## src/rtl/cpu_pipe_ctrl_pkg.sv

```systemverilog
// ---------------------------------------------------------------------------
// cpu_pipe_ctrl_pkg
// Shared definitions for the 5-stage pipeline control unit: FSM state
// encodings, default parameter values and a sizing helper for the MDU
// latency counter.
// ---------------------------------------------------------------------------
package cpu_pipe_ctrl_pkg;

  // FSM encodings; the datapath debug view relies on these exact values
  typedef enum logic [1:0] {
    ST_RUN      = 2'd0,
    ST_MDU_WAIT = 2'd1,
    ST_MEM_WAIT = 2'd2
  } state_e;

  localparam int DEF_REG_AW  = 5;
  localparam int DEF_MDU_LAT = 4;
  localparam int DEF_CNT_W   = 32;

  // Width needed to hold the MDU countdown value (MDU_LAT-1 down to 0)
  function automatic int mdu_cnt_width(input int lat);
    return (lat < 2) ? 1 : $clog2(lat + 1);
  endfunction

endpackage

```

## src/rtl/cpu_pipe_ctrl_if.sv

```systemverilog
// ---------------------------------------------------------------------------
// cpu_pipe_ctrl_if
// Bundle between the pipeline datapath and the pipeline control unit.
//   Hazard inputs : id_rs1_addr/id_rs2_addr/id_rs1_used/id_rs2_used,
//                   ex_rd_addr/ex_mem_read, ex_redirect, ex_mdu_start,
//                   imem_ready, mem_access, dmem_ready
//   Control out   : pc_stall, pc_redirect, {if_id,id_ex,ex_mem}_stall,
//                   {if_id,id_ex,ex_mem,mem_wb}_flush, mdu_busy
//   Perf out      : perf_stall_cnt, perf_flush_cnt
// Modports: master = datapath side, slave = control unit side.
// ---------------------------------------------------------------------------
interface cpu_pipe_ctrl_if
  import cpu_pipe_ctrl_pkg::*;
#(
  parameter int REG_AW = DEF_REG_AW,
  parameter int CNT_W  = DEF_CNT_W
);

  logic [REG_AW-1:0] id_rs1_addr;
  logic [REG_AW-1:0] id_rs2_addr;
  logic              id_rs1_used;
  logic              id_rs2_used;
  logic [REG_AW-1:0] ex_rd_addr;
  logic              ex_mem_read;
  logic              ex_redirect;
  logic              ex_mdu_start;
  logic              imem_ready;
  logic              mem_access;
  logic              dmem_ready;

  logic              pc_stall;
  logic              pc_redirect;
  logic              if_id_stall;
  logic              if_id_flush;
  logic              id_ex_stall;
  logic              id_ex_flush;
  logic              ex_mem_stall;
  logic              ex_mem_flush;
  logic              mem_wb_flush;
  logic              mdu_busy;
  logic [CNT_W-1:0]  perf_stall_cnt;
  logic [CNT_W-1:0]  perf_flush_cnt;

  modport master (
    output id_rs1_addr, id_rs2_addr, id_rs1_used, id_rs2_used,
           ex_rd_addr, ex_mem_read, ex_redirect, ex_mdu_start,
           imem_ready, mem_access, dmem_ready,
    input  pc_stall, pc_redirect, if_id_stall, if_id_flush,
           id_ex_stall, id_ex_flush, ex_mem_stall, ex_mem_flush,
           mem_wb_flush, mdu_busy, perf_stall_cnt, perf_flush_cnt
  );

  modport slave (
    input  id_rs1_addr, id_rs2_addr, id_rs1_used, id_rs2_used,
           ex_rd_addr, ex_mem_read, ex_redirect, ex_mdu_start,
           imem_ready, mem_access, dmem_ready,
    output pc_stall, pc_redirect, if_id_stall, if_id_flush,
           id_ex_stall, id_ex_flush, ex_mem_stall, ex_mem_flush,
           mem_wb_flush, mdu_busy, perf_stall_cnt, perf_flush_cnt
  );

endinterface

```

## src/rtl/cpu_pipe_ctrl_hazard_det.sv

```systemverilog
// ---------------------------------------------------------------------------
// cpu_hazard_det
// Combinational load-use comparator. Flags when the instruction in ID reads
// a register that the load currently in EX will write. x0 never hazards.
//   rs1_addr_i/rs2_addr_i : ID source registers
//   rs1_used_i/rs2_used_i : ID instruction actually reads that source
//   rd_addr_i             : EX destination register
//   mem_read_i            : EX instruction is a load
//   load_use_o            : one-bubble stall required
// ---------------------------------------------------------------------------
module cpu_hazard_det
  import cpu_pipe_ctrl_pkg::*;
#(
  parameter int REG_AW = DEF_REG_AW
) (
  input  logic [REG_AW-1:0] rs1_addr_i,
  input  logic [REG_AW-1:0] rs2_addr_i,
  input  logic              rs1_used_i,
  input  logic              rs2_used_i,
  input  logic [REG_AW-1:0] rd_addr_i,
  input  logic              mem_read_i,
  output logic              load_use_o
);

  // Only loads need a bubble; every other RAW case is covered by forwarding
  always_comb begin
    load_use_o = mem_read_i && (rd_addr_i != '0) &&
                 ((rs1_used_i && (rs1_addr_i == rd_addr_i)) ||
                  (rs2_used_i && (rs2_addr_i == rd_addr_i)));
  end

endmodule

```

## src/rtl/cpu_pipe_ctrl.sv

```systemverilog
// ---------------------------------------------------------------------------
// cpu_pipe_ctrl
// Pipeline control unit for the 5-stage core. Produces per-stage stall and
// flush, PC redirect, and MDU busy from load-use hazards, EX branch/jump
// resolution, the multi-cycle MUL/DIV unit and imem/dmem wait handshakes.
//   clk  : core clock
//   rst  : synchronous reset, active-high (forces all flushes)
//   ctrl : cpu_pipe_ctrl_if.slave bundle (hazard inputs, control outputs,
//          perf counters)
// Optional feature macro: CPU_PIPE_PERF_EN -- when defined, saturating
// counters of stalled cycles and redirect cycles; otherwise both tie to 0.
// ---------------------------------------------------------------------------
module cpu_pipe_ctrl
  import cpu_pipe_ctrl_pkg::*;
#(
  parameter int REG_AW  = DEF_REG_AW,
  parameter int MDU_LAT = DEF_MDU_LAT,
  parameter int CNT_W   = DEF_CNT_W
) (
  input  logic           clk,
  input  logic           rst,
  cpu_pipe_ctrl_if.slave ctrl
);

  localparam int MCW = mdu_cnt_width(MDU_LAT);
  localparam logic [MCW-1:0] MDU_LOAD = MCW'(MDU_LAT - 1);
  localparam logic [MCW-1:0] MDU_ONE  = MCW'(1);

  state_e         state_q, state_d;
  state_e         ret_q, ret_d;
  state_e         eff_state;
  logic [MCW-1:0] mdu_cnt_q, mdu_cnt_d;

  logic dmem_stall;
  logic load_use;
  logic mdu_launch;
  logic mdu_active;

  logic pc_stall, pc_redirect;
  logic if_id_stall, if_id_flush;
  logic id_ex_stall, id_ex_flush;
  logic ex_mem_stall, ex_mem_flush;
  logic mem_wb_flush, mdu_busy;

  cpu_hazard_det #(.REG_AW(REG_AW)) u_hazard_det (
    .rs1_addr_i (ctrl.id_rs1_addr),
    .rs2_addr_i (ctrl.id_rs2_addr),
    .rs1_used_i (ctrl.id_rs1_used),
    .rs2_used_i (ctrl.id_rs2_used),
    .rd_addr_i  (ctrl.ex_rd_addr),
    .mem_read_i (ctrl.ex_mem_read),
    .load_use_o (load_use)
  );

  // While waiting on dmem the FSM remembers what it was doing; once the
  // access completes the pipeline behaves as if it were already back in
  // that state, so an MDU op in flight keeps the front end held.
  always_comb begin
    dmem_stall = ctrl.mem_access && !ctrl.dmem_ready;
    eff_state  = (state_q == ST_MEM_WAIT) ? ret_q : state_q;
    mdu_launch = (eff_state == ST_RUN) && ctrl.ex_mdu_start && !dmem_stall;
    mdu_active = (eff_state == ST_MDU_WAIT) || mdu_launch;
  end

  // Next-state logic. The MDU countdown only moves in MDU_WAIT with no dmem
  // stall, so it is frozen both in MEM_WAIT and on the cycle a stall begins.
  always_comb begin
    state_d   = state_q;
    ret_d     = ret_q;
    mdu_cnt_d = mdu_cnt_q;
    if (dmem_stall) begin
      if (state_q != ST_MEM_WAIT) begin
        ret_d   = state_q;
        state_d = ST_MEM_WAIT;
      end
    end else begin
      case (eff_state)
        ST_RUN: begin
          state_d = ST_RUN;
          if (mdu_launch) begin
            state_d   = ST_MDU_WAIT;
            mdu_cnt_d = MDU_LOAD;
          end
        end
        ST_MDU_WAIT: begin
          state_d = ST_MDU_WAIT;
          if (state_q == ST_MDU_WAIT) begin
            if (mdu_cnt_q <= MDU_ONE) begin
              state_d   = ST_RUN;
              mdu_cnt_d = '0;
            end else begin
              mdu_cnt_d = mdu_cnt_q - MDU_ONE;
            end
          end
        end
        default: state_d = ST_RUN;
      endcase
    end
  end

  // FSM and MDU counter registers; reset abandons any MDU or dmem wait
  always_ff @(posedge clk) begin
    if (rst) begin
      state_q   <= ST_RUN;
      ret_q     <= ST_RUN;
      mdu_cnt_q <= '0;
    end else begin
      state_q   <= state_d;
      ret_q     <= ret_d;
      mdu_cnt_q <= mdu_cnt_d;
    end
  end

  // Stall/flush priority: dmem wait, MDU busy, EX redirect, load-use, imem.
  // A redirect held in EX during a dmem wait is taken on the release cycle.
  always_comb begin
    pc_stall     = 1'b0;
    pc_redirect  = 1'b0;
    if_id_stall  = 1'b0;
    if_id_flush  = 1'b0;
    id_ex_stall  = 1'b0;
    id_ex_flush  = 1'b0;
    ex_mem_stall = 1'b0;
    ex_mem_flush = 1'b0;
    mem_wb_flush = 1'b0;
    mdu_busy     = 1'b0;
    if (rst) begin
      if_id_flush  = 1'b1;
      id_ex_flush  = 1'b1;
      ex_mem_flush = 1'b1;
      mem_wb_flush = 1'b1;
    end else begin
      mdu_busy = mdu_active;
      if (dmem_stall) begin
        pc_stall     = 1'b1;
        if_id_stall  = 1'b1;
        id_ex_stall  = 1'b1;
        ex_mem_stall = 1'b1;
        mem_wb_flush = 1'b1;
      end else if (mdu_active) begin
        pc_stall     = 1'b1;
        if_id_stall  = 1'b1;
        id_ex_stall  = 1'b1;
        ex_mem_flush = 1'b1;
      end else if (ctrl.ex_redirect) begin
        pc_redirect  = 1'b1;
        if_id_flush  = 1'b1;
        id_ex_flush  = 1'b1;
      end else if (load_use) begin
        pc_stall     = 1'b1;
        if_id_stall  = 1'b1;
        id_ex_flush  = 1'b1;
      end else if (!ctrl.imem_ready) begin
        pc_stall     = 1'b1;
        if_id_flush  = 1'b1;
      end
    end
  end

  assign ctrl.pc_stall     = pc_stall;
  assign ctrl.pc_redirect  = pc_redirect;
  assign ctrl.if_id_stall  = if_id_stall;
  assign ctrl.if_id_flush  = if_id_flush;
  assign ctrl.id_ex_stall  = id_ex_stall;
  assign ctrl.id_ex_flush  = id_ex_flush;
  assign ctrl.ex_mem_stall = ex_mem_stall;
  assign ctrl.ex_mem_flush = ex_mem_flush;
  assign ctrl.mem_wb_flush = mem_wb_flush;
  assign ctrl.mdu_busy     = mdu_busy;

`ifdef CPU_PIPE_PERF_EN
  logic [CNT_W-1:0] stall_cnt_q, stall_cnt_d;
  logic [CNT_W-1:0] flush_cnt_q, flush_cnt_d;

  // Saturating counters: they stick at all-ones instead of wrapping
  always_comb begin
    stall_cnt_d = stall_cnt_q;
    flush_cnt_d = flush_cnt_q;
    if (pc_stall && (stall_cnt_q != '1)) stall_cnt_d = stall_cnt_q + CNT_W'(1);
    if (pc_redirect && (flush_cnt_q != '1)) flush_cnt_d = flush_cnt_q + CNT_W'(1);
  end

  always_ff @(posedge clk) begin
    if (rst) begin
      stall_cnt_q <= '0;
      flush_cnt_q <= '0;
    end else begin
      stall_cnt_q <= stall_cnt_d;
      flush_cnt_q <= flush_cnt_d;
    end
  end

  assign ctrl.perf_stall_cnt = stall_cnt_q;
  assign ctrl.perf_flush_cnt = flush_cnt_q;
`else
  assign ctrl.perf_stall_cnt = '0;
  assign ctrl.perf_flush_cnt = '0;
`endif

endmodule

```

## src/flat_wrapper.sv

```systemverilog
// flat-port wrapper written by rule: the top's interface ports become plain ports
module cpu_pipe_ctrl_flat import cpu_pipe_ctrl_pkg::*;
#(
  parameter int REG_AW  = DEF_REG_AW,
  parameter int MDU_LAT = DEF_MDU_LAT,
  parameter int CNT_W   = DEF_CNT_W
)
  (clk, rst, ctrl_id_rs1_addr, ctrl_id_rs2_addr, ctrl_id_rs1_used, ctrl_id_rs2_used, ctrl_ex_rd_addr, ctrl_ex_mem_read, ctrl_ex_redirect, ctrl_ex_mdu_start, ctrl_imem_ready, ctrl_mem_access, ctrl_dmem_ready, ctrl_pc_stall, ctrl_pc_redirect, ctrl_if_id_stall, ctrl_if_id_flush, ctrl_id_ex_stall, ctrl_id_ex_flush, ctrl_ex_mem_stall, ctrl_ex_mem_flush, ctrl_mem_wb_flush, ctrl_mdu_busy, ctrl_perf_stall_cnt, ctrl_perf_flush_cnt);
  cpu_pipe_ctrl_if #(.REG_AW(REG_AW), .CNT_W(CNT_W)) ctrl_i ();
  input  logic clk;
  input  logic rst;
  input wire logic [$bits(ctrl_i.id_rs1_addr)-1:0] ctrl_id_rs1_addr;
  input wire logic [$bits(ctrl_i.id_rs2_addr)-1:0] ctrl_id_rs2_addr;
  input wire logic [$bits(ctrl_i.id_rs1_used)-1:0] ctrl_id_rs1_used;
  input wire logic [$bits(ctrl_i.id_rs2_used)-1:0] ctrl_id_rs2_used;
  input wire logic [$bits(ctrl_i.ex_rd_addr)-1:0] ctrl_ex_rd_addr;
  input wire logic [$bits(ctrl_i.ex_mem_read)-1:0] ctrl_ex_mem_read;
  input wire logic [$bits(ctrl_i.ex_redirect)-1:0] ctrl_ex_redirect;
  input wire logic [$bits(ctrl_i.ex_mdu_start)-1:0] ctrl_ex_mdu_start;
  input wire logic [$bits(ctrl_i.imem_ready)-1:0] ctrl_imem_ready;
  input wire logic [$bits(ctrl_i.mem_access)-1:0] ctrl_mem_access;
  input wire logic [$bits(ctrl_i.dmem_ready)-1:0] ctrl_dmem_ready;
  output wire logic [$bits(ctrl_i.pc_stall)-1:0] ctrl_pc_stall;
  output wire logic [$bits(ctrl_i.pc_redirect)-1:0] ctrl_pc_redirect;
  output wire logic [$bits(ctrl_i.if_id_stall)-1:0] ctrl_if_id_stall;
  output wire logic [$bits(ctrl_i.if_id_flush)-1:0] ctrl_if_id_flush;
  output wire logic [$bits(ctrl_i.id_ex_stall)-1:0] ctrl_id_ex_stall;
  output wire logic [$bits(ctrl_i.id_ex_flush)-1:0] ctrl_id_ex_flush;
  output wire logic [$bits(ctrl_i.ex_mem_stall)-1:0] ctrl_ex_mem_stall;
  output wire logic [$bits(ctrl_i.ex_mem_flush)-1:0] ctrl_ex_mem_flush;
  output wire logic [$bits(ctrl_i.mem_wb_flush)-1:0] ctrl_mem_wb_flush;
  output wire logic [$bits(ctrl_i.mdu_busy)-1:0] ctrl_mdu_busy;
  output wire logic [$bits(ctrl_i.perf_stall_cnt)-1:0] ctrl_perf_stall_cnt;
  output wire logic [$bits(ctrl_i.perf_flush_cnt)-1:0] ctrl_perf_flush_cnt;
  assign ctrl_i.id_rs1_addr = ctrl_id_rs1_addr;
  assign ctrl_i.id_rs2_addr = ctrl_id_rs2_addr;
  assign ctrl_i.id_rs1_used = ctrl_id_rs1_used;
  assign ctrl_i.id_rs2_used = ctrl_id_rs2_used;
  assign ctrl_i.ex_rd_addr = ctrl_ex_rd_addr;
  assign ctrl_i.ex_mem_read = ctrl_ex_mem_read;
  assign ctrl_i.ex_redirect = ctrl_ex_redirect;
  assign ctrl_i.ex_mdu_start = ctrl_ex_mdu_start;
  assign ctrl_i.imem_ready = ctrl_imem_ready;
  assign ctrl_i.mem_access = ctrl_mem_access;
  assign ctrl_i.dmem_ready = ctrl_dmem_ready;
  assign ctrl_pc_stall = ctrl_i.pc_stall;
  assign ctrl_pc_redirect = ctrl_i.pc_redirect;
  assign ctrl_if_id_stall = ctrl_i.if_id_stall;
  assign ctrl_if_id_flush = ctrl_i.if_id_flush;
  assign ctrl_id_ex_stall = ctrl_i.id_ex_stall;
  assign ctrl_id_ex_flush = ctrl_i.id_ex_flush;
  assign ctrl_ex_mem_stall = ctrl_i.ex_mem_stall;
  assign ctrl_ex_mem_flush = ctrl_i.ex_mem_flush;
  assign ctrl_mem_wb_flush = ctrl_i.mem_wb_flush;
  assign ctrl_mdu_busy = ctrl_i.mdu_busy;
  assign ctrl_perf_stall_cnt = ctrl_i.perf_stall_cnt;
  assign ctrl_perf_flush_cnt = ctrl_i.perf_flush_cnt;
  cpu_pipe_ctrl #(.REG_AW(REG_AW), .MDU_LAT(MDU_LAT), .CNT_W(CNT_W)) u_core (.clk(clk), .rst(rst), .ctrl(ctrl_i));
endmodule
```

## config.mk

```make
export PLATFORM = sky130hd
export DESIGN_NAME = cpu_pipe_ctrl_flat
export DESIGN_NICKNAME = d
export VERILOG_FILES = /design/src/rtl/cpu_pipe_ctrl_pkg.sv /design/src/rtl/cpu_pipe_ctrl_if.sv /design/src/rtl/cpu_pipe_ctrl_hazard_det.sv /design/src/rtl/cpu_pipe_ctrl.sv /design/src/flat_wrapper.sv
export SDC_FILE = /design/constraint.sdc
export NUM_CORES = 1
export LEC_CHECK = 0
export ABC_AREA = 1
export CAP_MARGIN = 10
export CORE_ASPECT_RATIO = 1.5
export CORE_UTILIZATION = 36
export DETAILED_ROUTE_END_ITERATION = 16
export PLACE_DENSITY_LB_ADDON = 0.1
export SLEW_MARGIN = 20
export SYNTH_ARGS = -nofsm -noshare
export SYNTH_HDL_FRONTEND = slang
export SYNTH_SLANG_ARGS = --single-unit
```

## constraint.sdc

```tcl
create_clock -name clk -period 2.9 [get_ports clk]
set_input_delay 0.725 -clock clk [delete_from_list [all_inputs] [get_ports clk]]
set_output_delay 0.725 -clock clk [all_outputs]
set_load 0.01 [all_outputs]
```

==> qor.yml <==
status:
  status: "finished, final reports clean"
clocking:
  cts_made_buffers: 3
  root_buffer: "clkbuf_8"
  cts_setup_buffers: 0
  htree_levels: 1
  cts_sinks: 7
  clk_pin_slew_ps: 40
  clock_path_buffers: 2
  clk_latency_ps: 220
  tritoncts: "built"
worst_hold_path:
  holdCritPathClass: "flop to flop"
  min_to: "u_core.ret_q[1]"
  holdPathStages: 2
  hp-start: "u_core.ret_q[1]"
yosys:
  synth_ff_type: "dfxtp_1"
  synth_seq_cells: 7
  synth_common_cells: "buf_4, nand2_1, inv_1"
  synth-edff-count: 0
  synth_async_sr_flop_share: 0
  synth.distinct_cells: 28
  yosysSeqAreaShare: 0.116
  netlist.area_leader.share: 0.398
  yosysMostFrequentCell: "buf_4"
  synthTopCellsByArea: "buf_4, nand2_1, dfxtp_1, inv_1, nor2_1"
  synth_top_cell_by_area: "buf_4"
  syn_area_sq_um: 1210
  postSynthAreaPerCell_sq_um: 6.32
  syn_inst: 191
  yosys_warnings: 0
global_route:
  grt.overflow.total: 0
  grt_pass1_wl_microns: 3500
  antenna_found_initial: 0
  grt_usage: 0.124
  first_global_vias: 923
  grt_max_degree: 9
sta:
  finalCriticalPeriod_ps: 2780
  hold_viol_final: 0
  timing.clock.skew_ps: 0.158
  max_clock_freq_mhz: 359
  timing.final.crit_share: 0.960
  setup_viol: 0
  drv_slew: 0
  rsz0062_at_grt: "false"
final_layout:
  fin_util: 0.451
  layout.nets: 262
  stdcell_area_sq_um: 1420
  area_growth_pct: 17.9
  final_layout_size_suffix_gt1_frac: 0.158
  diodes: 0
setup_path:
  crit_arrival_ps: 2060
  path_cells: "clkdlybuf4s50_1, nor2_4, inv_2, nand2_4, o21ai_4, nand2_2, o21ai_2, dlygate4sd2_1"
  worst-path-buf-inv: 3
  cp.required_ps: 2170
  crit_path_start: "ctrl_dmem_ready"
  crit_fanout: 4
  crit_type: "primary input to output port"
  r2r_cells: 7
  startpoint_type: "primary input"
  max_stage_delay_ps: 500
  timing.rr.end: "u_core.mdu_cnt_q[2]"
  cpMaxStageDelayCell: "clkdlybuf4s50_1"
  endpoint_kind: "output port"
  rr_startpoint: "u_core.state_q[0]"
  crit_family: "buffers and inverters"
  r2r_slack_ps: 1700
routing:
  routedWlPerCell_microns: 8.28
  wirelength_microns: 2270
  drt-initial-drc-count: 4
  dr.pass1.iters: 4
  routed-via-count: 1020
  drc: 0
  viasPerCell: 3.72
  antenna_left: 0
power_and_ir_drop:
  peakVddDrop_v: 0.000175
  power_density_nw_per_um2: 305
  p_leak_nw: 0.828
  power_mw: 0.434
die:
  core_area_sq_um: 3160
  die_x_microns: 49.3
  start_util: 0.382
  die-height_microns: 72.9
  placementRows: 25
  die-area_sq_um: 3590
  ios: 99
placed_design:
  portBuffers: 34
  place_area_sq_um: 1400
  place.gp.congestion: 0.722
  dp_hpwl_microns: 2060
job:
  maxCapViolCount: 0
-- tightest hold or removal path, cell delays in order, from the launching register on --
cell	delay, ps
dfxtp_1	310
inv_1	50
a21oi_1	50
-- how the worst max path moves through the flow --
stage	end	slack [ps]	cells past startpoint
final	ctrl_id_ex_stall	120	8
after CTS	ctrl_if_id_flush	30	11
after detailed placement	ctrl_if_id_stall	-320	10
after global placement	ctrl_if_id_stall	-310	10
after floorplan	ctrl_pc_redirect	680	4
after global routing	ctrl_if_id_flush	20	11
-- stage by stage --
stage | instances | setup WS (ps) | setup TNS [ps] | hold slack, ps
after floorplan | 254 | 681 | 0 | 438
after global placement | 270 | -306 | -1850 | 456
after detailed placement | 270 | -319 | -1860 | 453
after CTS | 274 | 28.5 | 0 | 460
after global routing | 274 | 18.2 | 0 | 474
final | 274 | 116 | 0 | 457
-- state kept, by name, summed over array words and instances (netlist names) --
name,flops
u_core.ret_q,2
u_core.mdu_cnt_q,3
u_core.state_q,2
-- per-layer routing --
metal / routed length [microns] / track usage
met4: 4 / 0.0294
met1: 762 / 0.112
met5: 0 / 0
met2: 1350 / 0.263
met3: 148 / 0.0313
-- cells by family (layout without fill, tap and decap cells) --
logic type	Yosys count	count (layout)	synth area share
AO/OA/AOI/OAI	21	21	0.118
adder cells (fa/ha/maj)	2	2	0.0207
buffers and inverters	94	74	0.492
flip-flops	7	7	0.116
other	1	64	0.00311
AND/OR/NAND/NOR	66	66	0.250
-- area by class of cell --
| class | count | area [sq um] |
|---|---|---|
| multi-input combinational | 153 | 714 |
| fill | 387 | 1740 |
| timing repair buffer | 41 | 365 |
| inverter | 29 | 109 |
| clock buffer | 4 | 45.0 |
| sequential | 7 | 140 |
| tap | 40 | 50.0 |
-- placed cells by master, fill, tap and decap left out, types with 2 or more instances in the layout --
cell | Yosys | routed
conb_1 | 1 | 64
dlygate4sd2_1 | 0 | 8
o21ai_2 | 3 | 3
o21a_1 | 3 | 3
clkdlybuf4s50_1 | 0 | 21
nor2_1 | 11 | 9
nand2_2 | 4 | 4
inv_1 | 22 | 21
clkbuf_8 | 0 | 3
ha_1 | 2 | 2
nand2_1 | 38 | 38
nand3_1 | 4 | 4
a21oi_1 | 6 | 6
buf_4 | 64 | 7
clkbuf_2 | 0 | 4
inv_2 | 6 | 7
nor3_2 | 2 | 2
dfxtp_1 | 7 | 7
nor2_2 | 1 | 3
o21ai_0 | 4 | 4
nor3_1 | 2 | 2
-- power breakdown --
group | internal, mW | switching, mW
clock network | 0.0951 | 0.0417
logic | 0.0755 | 0.113
registers | 0.103 | 0.00549
-- what timing repair did --
item	4_1_cts	5_1_grt
cloned	0	0
setup endpoints to repair	10	4
hold buffers	0	0
pin swaps	1	0
gates resized for setup	18	6
(Power assumes the default switching activity.)
